===== config.mk =====
export PLATFORM = sky130hd
export DESIGN_NAME = if_prefetch_buf
export DESIGN_NICKNAME = d
export VERILOG_FILES = /design/src/rtl/if_prefetch_buf.sv
export SDC_FILE = /design/constraint.sdc
export NUM_CORES = 1
export LEC_CHECK = 0
export ABC_CLOCK_PERIOD_IN_PS = 5070
export BUFFER_PORTS_ARGS = -buffer_cell sky130_fd_sc_hd__buf_2
export CORE_MARGIN = 5
export CORE_UTILIZATION = 60
export CTS_CLUSTER_SIZE = 24
export DETAILED_ROUTE_END_ITERATION = 7
export GPL_TIMING_DRIVEN = 0
export MAX_ROUTING_LAYER = met4
export PLACE_DENSITY_LB_ADDON = 0.25
export SYNTH_ARGS = -nofsm -noshare
export SYNTH_HDL_FRONTEND = slang
export SYNTH_SLANG_ARGS = --single-unit

===== constraint.sdc =====
create_clock -name clk -period 5.07 [get_ports clk]
set_clock_uncertainty 0.1 [all_clocks]
set_input_delay 0.507 -clock clk [delete_from_list [all_inputs] [get_ports clk]]
set_output_delay 0.507 -clock clk [all_outputs]
set_load 0.005 [all_outputs]

===== src/rtl/if_prefetch_buf.sv =====
// Instruction-fetch prefetch buffer: streams sequential ROM words into a small FIFO ahead of decode.
// Optional same-cycle bypass from ROM to decode when the FIFO is empty: define IF_PREFETCH_BYPASS_EN.
module if_prefetch_buf #(
   parameter int          DEPTH    = 4,
   parameter logic [31:0] RESET_PC = 32'h0000_0000
) (
   input  logic        clk,
   input  logic        rst,
   output logic [31:0] rom_addr_o,
   output logic        rom_ce_o,
   input  logic [31:0] rom_data_i,
   input  logic        flush_i,
   input  logic [31:0] flush_pc_i,
   output logic        inst_valid_o,
   input  logic        inst_ready_i,
   output logic [31:0] inst_o,
   output logic [31:0] inst_pc_o
);

   localparam int            AW         = (DEPTH > 1) ? $clog2(DEPTH) : 1;
   localparam int            CW         = AW + 1;
   localparam logic [CW-1:0] L_FULL     = CW'(DEPTH);
   localparam logic [CW-1:0] L_CNT_ONE  = CW'(1);
   localparam logic [CW-1:0] L_CNT_ZERO = CW'(0);
   localparam logic [AW-1:0] L_PTR_ONE  = AW'(1);
   localparam logic [AW-1:0] L_PTR_ZERO = AW'(0);

   logic [31:0]   r_fetch_pc;
   logic [AW-1:0] r_wptr;
   logic [AW-1:0] r_rptr;
   logic [CW-1:0] r_count;
   logic [63:0]   r_mem [DEPTH];   // each entry is {pc, instruction}

   logic          w_empty;
   logic          w_ce;
   logic          w_bypass;
   logic          w_push;
   logic          w_pop;
   logic [63:0]   w_head;
   logic [31:0]   w_flush_pc;

   // Fetch/push/pop qualification; flush and reset suppress all traffic.
   always_comb begin
      w_empty    = (r_count == L_CNT_ZERO);
      w_ce       = !rst && (r_count < L_FULL) && !flush_i;
      w_head     = r_mem[r_rptr];
      w_flush_pc = flush_pc_i & 32'hFFFF_FFFC;
`ifdef IF_PREFETCH_BYPASS_EN
      w_bypass   = w_empty && w_ce;
`else
      w_bypass   = 1'b0;
`endif
      // A bypassed word taken by decode this cycle never enters the FIFO.
      w_push     = w_ce && !(w_bypass && inst_ready_i);
      w_pop      = !rst && !flush_i && !w_empty && inst_ready_i;
   end

   // Decode-side and ROM-side outputs.
   always_comb begin
      rom_ce_o = w_ce;
      if (rst) begin
         rom_addr_o   = RESET_PC;
         inst_valid_o = 1'b0;
         inst_o       = 32'h0000_0000;
         inst_pc_o    = 32'h0000_0000;
      end else if (w_bypass) begin
         rom_addr_o   = r_fetch_pc;
         inst_valid_o = 1'b1;
         inst_o       = rom_data_i;
         inst_pc_o    = r_fetch_pc;
      end else begin
         rom_addr_o   = r_fetch_pc;
         inst_valid_o = !w_empty && !flush_i;
         inst_o       = w_head[31:0];
         inst_pc_o    = w_head[63:32];
      end
   end

   // Fetch PC, FIFO pointers and occupancy.
   always_ff @(posedge clk) begin
      if (rst) begin
         r_fetch_pc <= RESET_PC;
         r_wptr     <= L_PTR_ZERO;
         r_rptr     <= L_PTR_ZERO;
         r_count    <= L_CNT_ZERO;
      end else if (flush_i) begin
         r_fetch_pc <= w_flush_pc;
         r_wptr     <= L_PTR_ZERO;
         r_rptr     <= L_PTR_ZERO;
         r_count    <= L_CNT_ZERO;
      end else begin
         if (w_ce) begin
            r_fetch_pc <= r_fetch_pc + 32'd4;
         end
         if (w_push) begin
            r_wptr <= r_wptr + L_PTR_ONE;
         end
         if (w_pop) begin
            r_rptr <= r_rptr + L_PTR_ONE;
         end
         case ({w_push, w_pop})
            2'b10:   r_count <= r_count + L_CNT_ONE;
            2'b01:   r_count <= r_count - L_CNT_ONE;
            default: r_count <= r_count;
         endcase
      end
   end

   // FIFO storage; contents are don't-care after reset, so no reset here.
   always_ff @(posedge clk) begin
      if (w_push) begin
         r_mem[r_wptr] <= {r_fetch_pc, rom_data_i};
      end
   end

endmodule


# Word level (Yosys, flattened, before mapping)
# Memory sizes are Yosys's and may differ from the RTL's. A register that Yosys moved wholly into a read port is not among the register bits.
# Cells that the tools add are included.
totals:
  ff_bits: 39
  mem_bits_rw: 256
  input_bits: 68
  out_inout_bits: 98
  elab_cells: 38
  mem_count: 1
op_classes:
  add_sub_neg: 5
  n_lt_le_gt_ge: 1
  n_eq_ne: 2
  muxes: 11
  reduce_logical: 13
memory_table:
  columns: ["name", "words", "width", "rd", "rd_clocked_by_memory_dff", "wr", "line_no", "text"]
  rows:
  - ["r_mem", 4, 64, 1, 1, 1, "32", "logic [63:0] r_mem [DEPTH];"]
ops:
  columns: ["op", "n"]
  rows:
  - ["32-bit two-way mux", 5]
  - ["32-bit by 3-bit adder with 32-bit output (second input constant)", 1]
  - ["1-bit logical AND", 6]
  - ["3-bit one-hot mux with 2 select lines", 1]
  - ["2-bit by 1-bit adder with 2-bit output (second input constant)", 2]
  - ["2-bit two-way mux", 2]
  - ["2-bit nonzero test", 2]
  - ["3-bit by 1-bit adder with 3-bit output (second input constant)", 1]
  - ["1-bit zero test", 3]
  - ["3-bit zero test", 1]
  - ["3-bit < comparator (second input constant)", 1]
  - ["1-bit two-way mux", 3]
  - ["3-bit by 1-bit subtractor with 3-bit output (second input constant)", 1]
  - ["2-bit by 1-bit == test with 1-bit output (second input constant)", 1]
  - ["2-bit == test (second input constant)", 1]
  - ["2-bit OR reduction", 1]

# Longest topological paths before layout
# Gate-level depths: netlist of the first run.
logic_depth:
  depth_word: 6
  mapped_depth: 10
  depth_no_buf: 8

# Least setup slack after synthesis of the first run
# Ideal clock, no wire load.
synth_timing:
  path_type: "input to register"
  from: "in rst"
  to: "mem r_mem[0][0] (enable)"
  setup_ns: 0.427
  t_arrival_ns: 2.677
  required_time_ns: 4.543
  slack_ns: 1.866
  path_stages: 4
  path_buffers: 1
  cell_sequence: "clkbuf_1 or3_1 inv_1 and2_1"
synth_between:
  elab_chain_len: 5
synth_lines:
  columns: ["item", "line_no", "text"]
  rows:
  - ["from (decl)", "8", "input logic rst,"]
  - ["1-bit zero test", "45", "w_ce = !rst && (r_count < L_FULL) && !flush_i;"]
  - ["1-bit logical AND (2 in a row)", "45", null]
  - ["via rom_ce_o", "10", "output logic rom_ce_o,"]
  - ["1-bit two-way mux", "111", "if (w_push) begin"]
  - ["1-bit two-way mux (implied by the code)", "112", "r_mem[r_wptr] <= {r_fetch_pc, rom_data_i};"]
  - ["to (decl)", "32", null]
# The timed path passes the listed nets, and every way through them passes these cells.

==> metrics.md, run 1 <==
| Metric | Value |
|---|---|
| Status | `completed` |
| Logic gate share of total power | `5.0%` |
| Pwr/cell area | `354 nW/um^2` |
| GR Util All Layers | `24.1%` |
| P_sw | `0.00105 W` |
| Slew HR | `43.5%` |
| Critical path class | `flop to output port` |
| Worst path cell trace | `clkbuf_1 > buf_2 > mux4_2 > nor2b_1 > buf_2` |
| Die W | `150 um` |
| Post-route ant nets | `0` |
| Place WS | `1.83 ns` |
| Element type at the critical path end | `output port` |
| Htree depth | `1` |
| DR iter-0 viols | `565` |
| Multi-input gate area | `3350 sq um` |
| Area growth syn-to-layout | `18.0%` |
| Mapped cell area | `11800 sq um` |
| Async SR Flop Fraction | `0%` |
| Synthesized area per cell | `16.8 sq um` |
| Row count | `51` |
| Final Max Slew Viols | `0` |
| Tcrit/Tclk final | `63.9%` |
| Yosys reg bits | `287` |
| Sequential cell area fraction in the yosys report | `69.7%` |
| GP Congestion | `0.903` |
| CP Launch Type | `flop` |
| Clock transition at path regs | `0.06 ns` |
| Share of cells above drive strength 1 | `31.0%` |
| Lkg Pwr | `4.82 nW` |
| Unique cell type count in the Yosys netlist | `49` |
| Most used cell, CP | `buf_2` |
| Global-route wire length before repair | `40.5 mm` |
| CP max stage delay | `0.56 ns` |
| Yosys warns | `0` |
| Area leader, netlist | `edfxtp_1` |
| Cts hold-fix bufs | `0` |
| DRC | `0` |
| Post-CTS Resized | `0` |
| Fin crit period | `3.24 ns` |
| CTS tree | `built` |
| Post-synth EDFFs | `248` |
| CP delay by family, top | `buffers and inverters` |
| Port bufs | `158` |
| Setup TNS | `0 ns` |
| Postcts setup bufs | `0` |
| Clock network fraction of design power | `40.5%` |
| Buf+Inv Stages, Crit Path | `3` |
| Post-synth top area share | `63.1%` |
| Die area | `22600 sq um` |
| Root buf cell | `clkbuf_16` |
| Max_cap viols | `0` |
| Switching share of power | `21.4%` |
| Hold Path Class | `input port to flop` |
| Starting density of the core | `60.9%` |
| CTS Buffer Depth | `3` |
| Fill count | `1288` |
| Number of buffers created by CTS | `29` |
| Initial antenna violation count | `2` |
| IO Pins | `166` |
| Worst-Margin Slew | `0.840 ns` |
| Fin. Hold Viols | `0` |
| Max VDD drop | `0.000299 V` |
| Core Area | `19400 sq um` |
| Average wire per standard cell | `21.7 um` |
| RSZ-0062 raised after global routing | `false` |
| Total Wirelength | `25.9 mm` |
| Most frequent cell after synthesis | `edfxtp_1` |
| Detailed Place HPWL | `17.1 mm` |
| Global route overflow | `0` |
| Final setup fails | `0` |
| Largest cells by area after synthesis | `edfxtp_1 63%, mux4_2 12%, dfxtp_1 6.6%` |
| DR vias | `7038` |
| WP data arrival | `2.63 ns` |
| Vias in the first global route | `7273` |
| Vias per cell | `5.91` |
| Crit path required time | `4.46 ns` |
| Internal power component | `0.00387 W` |
| CTS Sinks | `287` |
| Pre-antenna DRT Iters | `5` |
| Final nets | `976` |
| Mapped Cells | `705` |
| Sequential cell area | `8230 sq um` |
| Hold_ws | `0.0744 ns` |
| Slowest-stage cell, CP | `mux4_2` |
| Largest net degree at the start of global routing | `35` |
| Die Height | `150 um` |
| Fin worst setup slack | `1.83 ns` |
| Synth Flop Type | `edfxtp_1` |
| Highest clock rate | `309 MHz` |
| Worst skew pair latency | `0.54 ns` |
| CP Max Fanout | `10` |
| Synth cell count leaders | `248 x edfxtp_1, 93 x nor2b_1, 62 x mux4_2` |
| Reg power frac | `54.5%` |
cells in the final DEF (no fill, tap or decap), drive strengths merged, types with 11 or more instances in the layout:
cell and count:
nand2 13, mux4 62, a311oi 12, a211oi 11
clkbuf 65, clkinv 14, nor2b 93, edfxtp 248
dfxtp 39, inv 14, nand3 13, nor2 40
buf 178
cells by family after synthesis:
family / synth area share [%]
other cells: 0.0318
mux: 12.1
compound gates: 3.26
flops: 69.7
simple gates: 10.8
xor+xnor: 1.26
buf+inv: 2.11
fa+ha+maj: 0.805
stage by stage:
step           cells  util [%]  instance area, sq um  total power [W]
6_report        1190      71.8                 13900          0.00493
5_1_grt         1190      71.8                 13900          0.00510
4_1_cts         1188      71.8                 13900          0.00495
3_3_place_gp    1131      66.7                 12900          0.00296
3_5_place_dp    1135      67.2                 13000          0.00298
2_1_floorplan    708         -                 11800          0.00285
state kept, by name, summed over array words and instances, names as in the netlist, named ones only:
name	cells
r_count	3
r_rptr	2
r_wptr	2
r_mem	248
r_fetch_pc	30
power by group through the flow:
stage	combinational (W)	clock, W	sequential, W
2_1_floorplan	0.000133	0	0.00271
3_3_place_gp	0.000233	0	0.00273
3_5_place_dp	0.000247	0	0.00273
4_1_cts	0.000249	0.00202	0.00268
5_1_grt	0.000272	0.00214	0.00269
6_report	0.000248	0.00199	0.00269
path summary, 6_finish.rpt:
path	startpoint	end	slack (ns)	cells after the start
hold reg to reg	r_count[1]	r_count[1]	0.43	2
setup reg to reg	r_count[2]	r_count[2]	2.24	9
setup / recovery	flop	inst_pc_o[30]	1.83	5
hold / removal	rom_data_i[3]	r_mem[2][3]	0.07	1
final cells by class:
type,count,share of cell area [%]
Antenna cell,2,0.0359
Buffer,45,1.44
Clock buffer,36,5.54
Clock inverter,17,0.862
Inverter,13,0.350
Multi-Input combinational cell,363,24.1
Sequential cell,287,59.1
Tap cell,265,2.38
Timing Repair Buffer,162,6.25
worst reg2reg max path: stages (launching register included):
cell and delay (ns):
dfxtp_1 0.37, buf_1 0.42, nor3_1 0.18, nor3b_1 0.39, ha_1 0.27, inv_1 0.06
fa_1 0.38, xor2_1 0.16, or3_1 0.30, a21oi_1 0.13
per-layer routing:
layer,vias up,wire (um),GRT usage [%]
met5,-,0,-
met4,0,643,7.23
met3,48,2040,4.49
met2,308,12800,38.0
met1,3539,10400,32.6
li1,3143,-,-
Power figures use the tool's default switching activity.
==> run 2: changes to the inputs <==
--- a/config.mk
+++ b/config.mk
@@ -5,10 +5,10 @@
 export SDC_FILE = /design/constraint.sdc
 export NUM_CORES = 1
 export LEC_CHECK = 0
-export ABC_CLOCK_PERIOD_IN_PS = 5070
+export ABC_CLOCK_PERIOD_IN_PS = 3100
 export BUFFER_PORTS_ARGS = -buffer_cell sky130_fd_sc_hd__buf_2
 export CORE_MARGIN = 5
-export CORE_UTILIZATION = 60
+export CORE_UTILIZATION = 57
 export CTS_CLUSTER_SIZE = 24
 export DETAILED_ROUTE_END_ITERATION = 7
 export GPL_TIMING_DRIVEN = 0
==> constraint.sdc (replaced) <==
create_clock -name clk -period 3.1 [get_ports clk]
set_clock_uncertainty 0.1 [all_clocks]
set_input_delay 0.31 -clock clk [delete_from_list [all_inputs] [get_ports clk]]
set_output_delay 0.31 -clock clk [all_outputs]
set_load 0.005 [all_outputs]
==> metrics.md, run 2 (same netlist as run 1, synthesis figures left out) <==
| Metric | Value |
|---|---|
| Fin. Hold Viols | `0` |
| Hold Path Class | `input port to flop` |
| Area growth syn-to-layout | `23.3%` |
| Core Area | `20300 sq um` |
| Switching share of power | `21.2%` |
| Pre-antenna DRT Iters | `6` |
| Max reg flops | `248` |
| Global-route wire length before repair | `42.3 mm` |
| Starting density of the core | `58.2%` |
| Most frequent cells in the layout | `248 x edfxtp_1, 165 x buf_2, 93 x nor2b_1, 62 x mux4_2, 58 x dlygate4sd3_1` |
| Die W | `154 um` |
| WP data arrival | `2.57 ns` |
| Htree depth | `1` |
| Max_cap viols | `0` |
| Largest net degree at the start of global routing | `35` |
| Status | `completed` |
| Critical path class | `flop to output port` |
| Average wire per standard cell | `21.6 um` |
| Crit path required time | `2.69 ns` |
| Postcts setup bufs | `0` |
| Final Max Slew Viols | `0` |
| CTS Sinks | `287` |
| RSZ-0062 raised after global routing | `false` |
| DR iter-0 viols | `587` |
| Post-route ant nets | `0` |
| Share of cells above drive strength 1 | `30.0%` |
| Reg power frac | `53.4%` |
| Vias per cell | `5.85` |
| Die area | `23700 sq um` |
| Global route overflow | `0` |
| Final nets | `1033` |
| P_sw | `0.00174 W` |
| Root buf cell | `clkbuf_16` |
| Logic gate share of total power | `5.7%` |
| Internal power component | `0.00648 W` |
| DR vias | `7331` |
| Number of buffers created by CTS | `29` |
| Element type at the critical path end | `output port` |
| Pwr/cell area | `565 nW/um^2` |
| Detailed Place HPWL | `17.3 mm` |
| Clock network fraction of design power | `40.9%` |
| GR Util All Layers | `23.3%` |
| Slew HR | `46.8%` |
| GP Congestion | `0.864` |
| Port bufs | `158` |
| CP Max Fanout | `10` |
| Largest regs | `r_mem x248, r_fetch_pc x30, r_count x3` |
| Highest clock rate | `336 MHz` |
| Largest register by flop count | `r_mem` |
| IO Pins | `166` |
| Row count | `52` |
| Setup TNS | `0 ns` |
| Commonest non-fill, non-tap cell in the layout | `edfxtp_1` |
| DRC | `0` |
| Worst skew pair latency | `0.54 ns` |
| CTS tree | `built` |
| Die Height | `154 um` |
| CTS Buffer Depth | `3` |
| Place WS | `-0.0591 ns` |
| Fin worst setup slack | `0.122 ns` |
| Total Wirelength | `27.1 mm` |
| Vias in the first global route | `7652` |
| Clock transition at path regs | `0.06 ns` |
| CP Launch Type | `flop` |
| Max VDD drop | `0.000505 V` |
| Lkg Pwr | `5.09 nW` |
| Final setup fails | `0` |
| Worst-Margin Slew | `0.791 ns` |
| Fin crit period | `2.98 ns` |
| Initial antenna violation count | `3` |
| Tcrit/Tclk final | `96.1%` |
## run 2: changes by cell type in the layout (fill, tap and decap cells not counted)
cell,previous run,this run
clkinv_4,3,1
clkbuf_8,2,3
inv_8,0,1
clkbuf_2,0,5
clkinvlp_4,1,2
clkinv_1,6,1
clkbuf_16,29,30
dlygate4sd3_1,0,58
diode_2,2,3
clkbuf_1,34,31
clkinv_2,5,6
## run 2: power by group through the flow
stage,Combinational (W),Clock (W),Sequential (W)
after global placement,0.000383,0,0.00446
after global routing,0.000512,0.00359,0.00440
after CTS,0.000470,0.00340,0.00439
after floorplan,0.000218,0,0.00444
after detailed placement,0.000409,0,0.00447
final,0.000470,0.00336,0.00439
## run 2: what timing repair did
| item | CTS | global route |
|---|---|---|
| setup endpoints to repair | 4 | 21 |
| resized for setup | 0 | 10 |
| hold endpoints to repair | 154 | 0 |
| hold buffers | 58 | 0 |
## run 2: metrics by stage
stage | utilization [%] | hold WS (ns) | power [W] | instances | area (sq um)
finish | 71.7 | 0.0207 | 0.00822 | 1254 | 14600
global placement | 63.8 | 0.394 | 0.00485 | 1136 | 12900
floorplan | - | 0.309 | 0.00466 | 708 | 11800
global route | 71.7 | 0.0344 | 0.00851 | 1254 | 14600
CTS | 71.7 | 0.0140 | 0.00826 | 1251 | 14500
detailed placement | 64.2 | 0.427 | 0.00488 | 1140 | 13000
## run 2: layout make-up
type	count	area [sq um]
fill	1308	5740
timing repair buffer	220	1450
sequential	287	8230
multi-input combinational	363	3350
antenna	3	7.51
inverter	13	48.8
clock inverter	13	108
tap	270	338
buffer	44	203
clock buffer	41	822
## run 2: worst max-delay path, cell delays in order (launching register included)
cell	delay, ns
dfxtp_1	0.30
buf_1	0.45
clkbuf_1	0.55
mux4_2	0.40
nor2b_1	0.16
buf_2	0.17
## run 2: path summary, 6_finish.rpt
kind | slack (ns) | to | start | depth (start not counted)
setup / recovery | 0.12 | inst_pc_o[30] | flop | 5
hold / removal | 0.02 | r_fetch_pc[8] | flush_pc_i[8] | 3
setup reg to reg | 0.18 | r_count[2] | r_count[2] | 9
hold reg to reg | 0.44 | r_mem[1][46] | r_fetch_pc[14] | 0
## run 2: metal layers
layer | part of all wire, % | vias to the layer above | track usage [%]
li1 | - | 3267 | -
met1 | 40 | 3681 | 30.5
met2 | 50 | 325 | 37.8
met3 | 7.9 | 58 | 4.30
met4 | 2.5 | 0 | 7.02
met5 | 0 | - | -
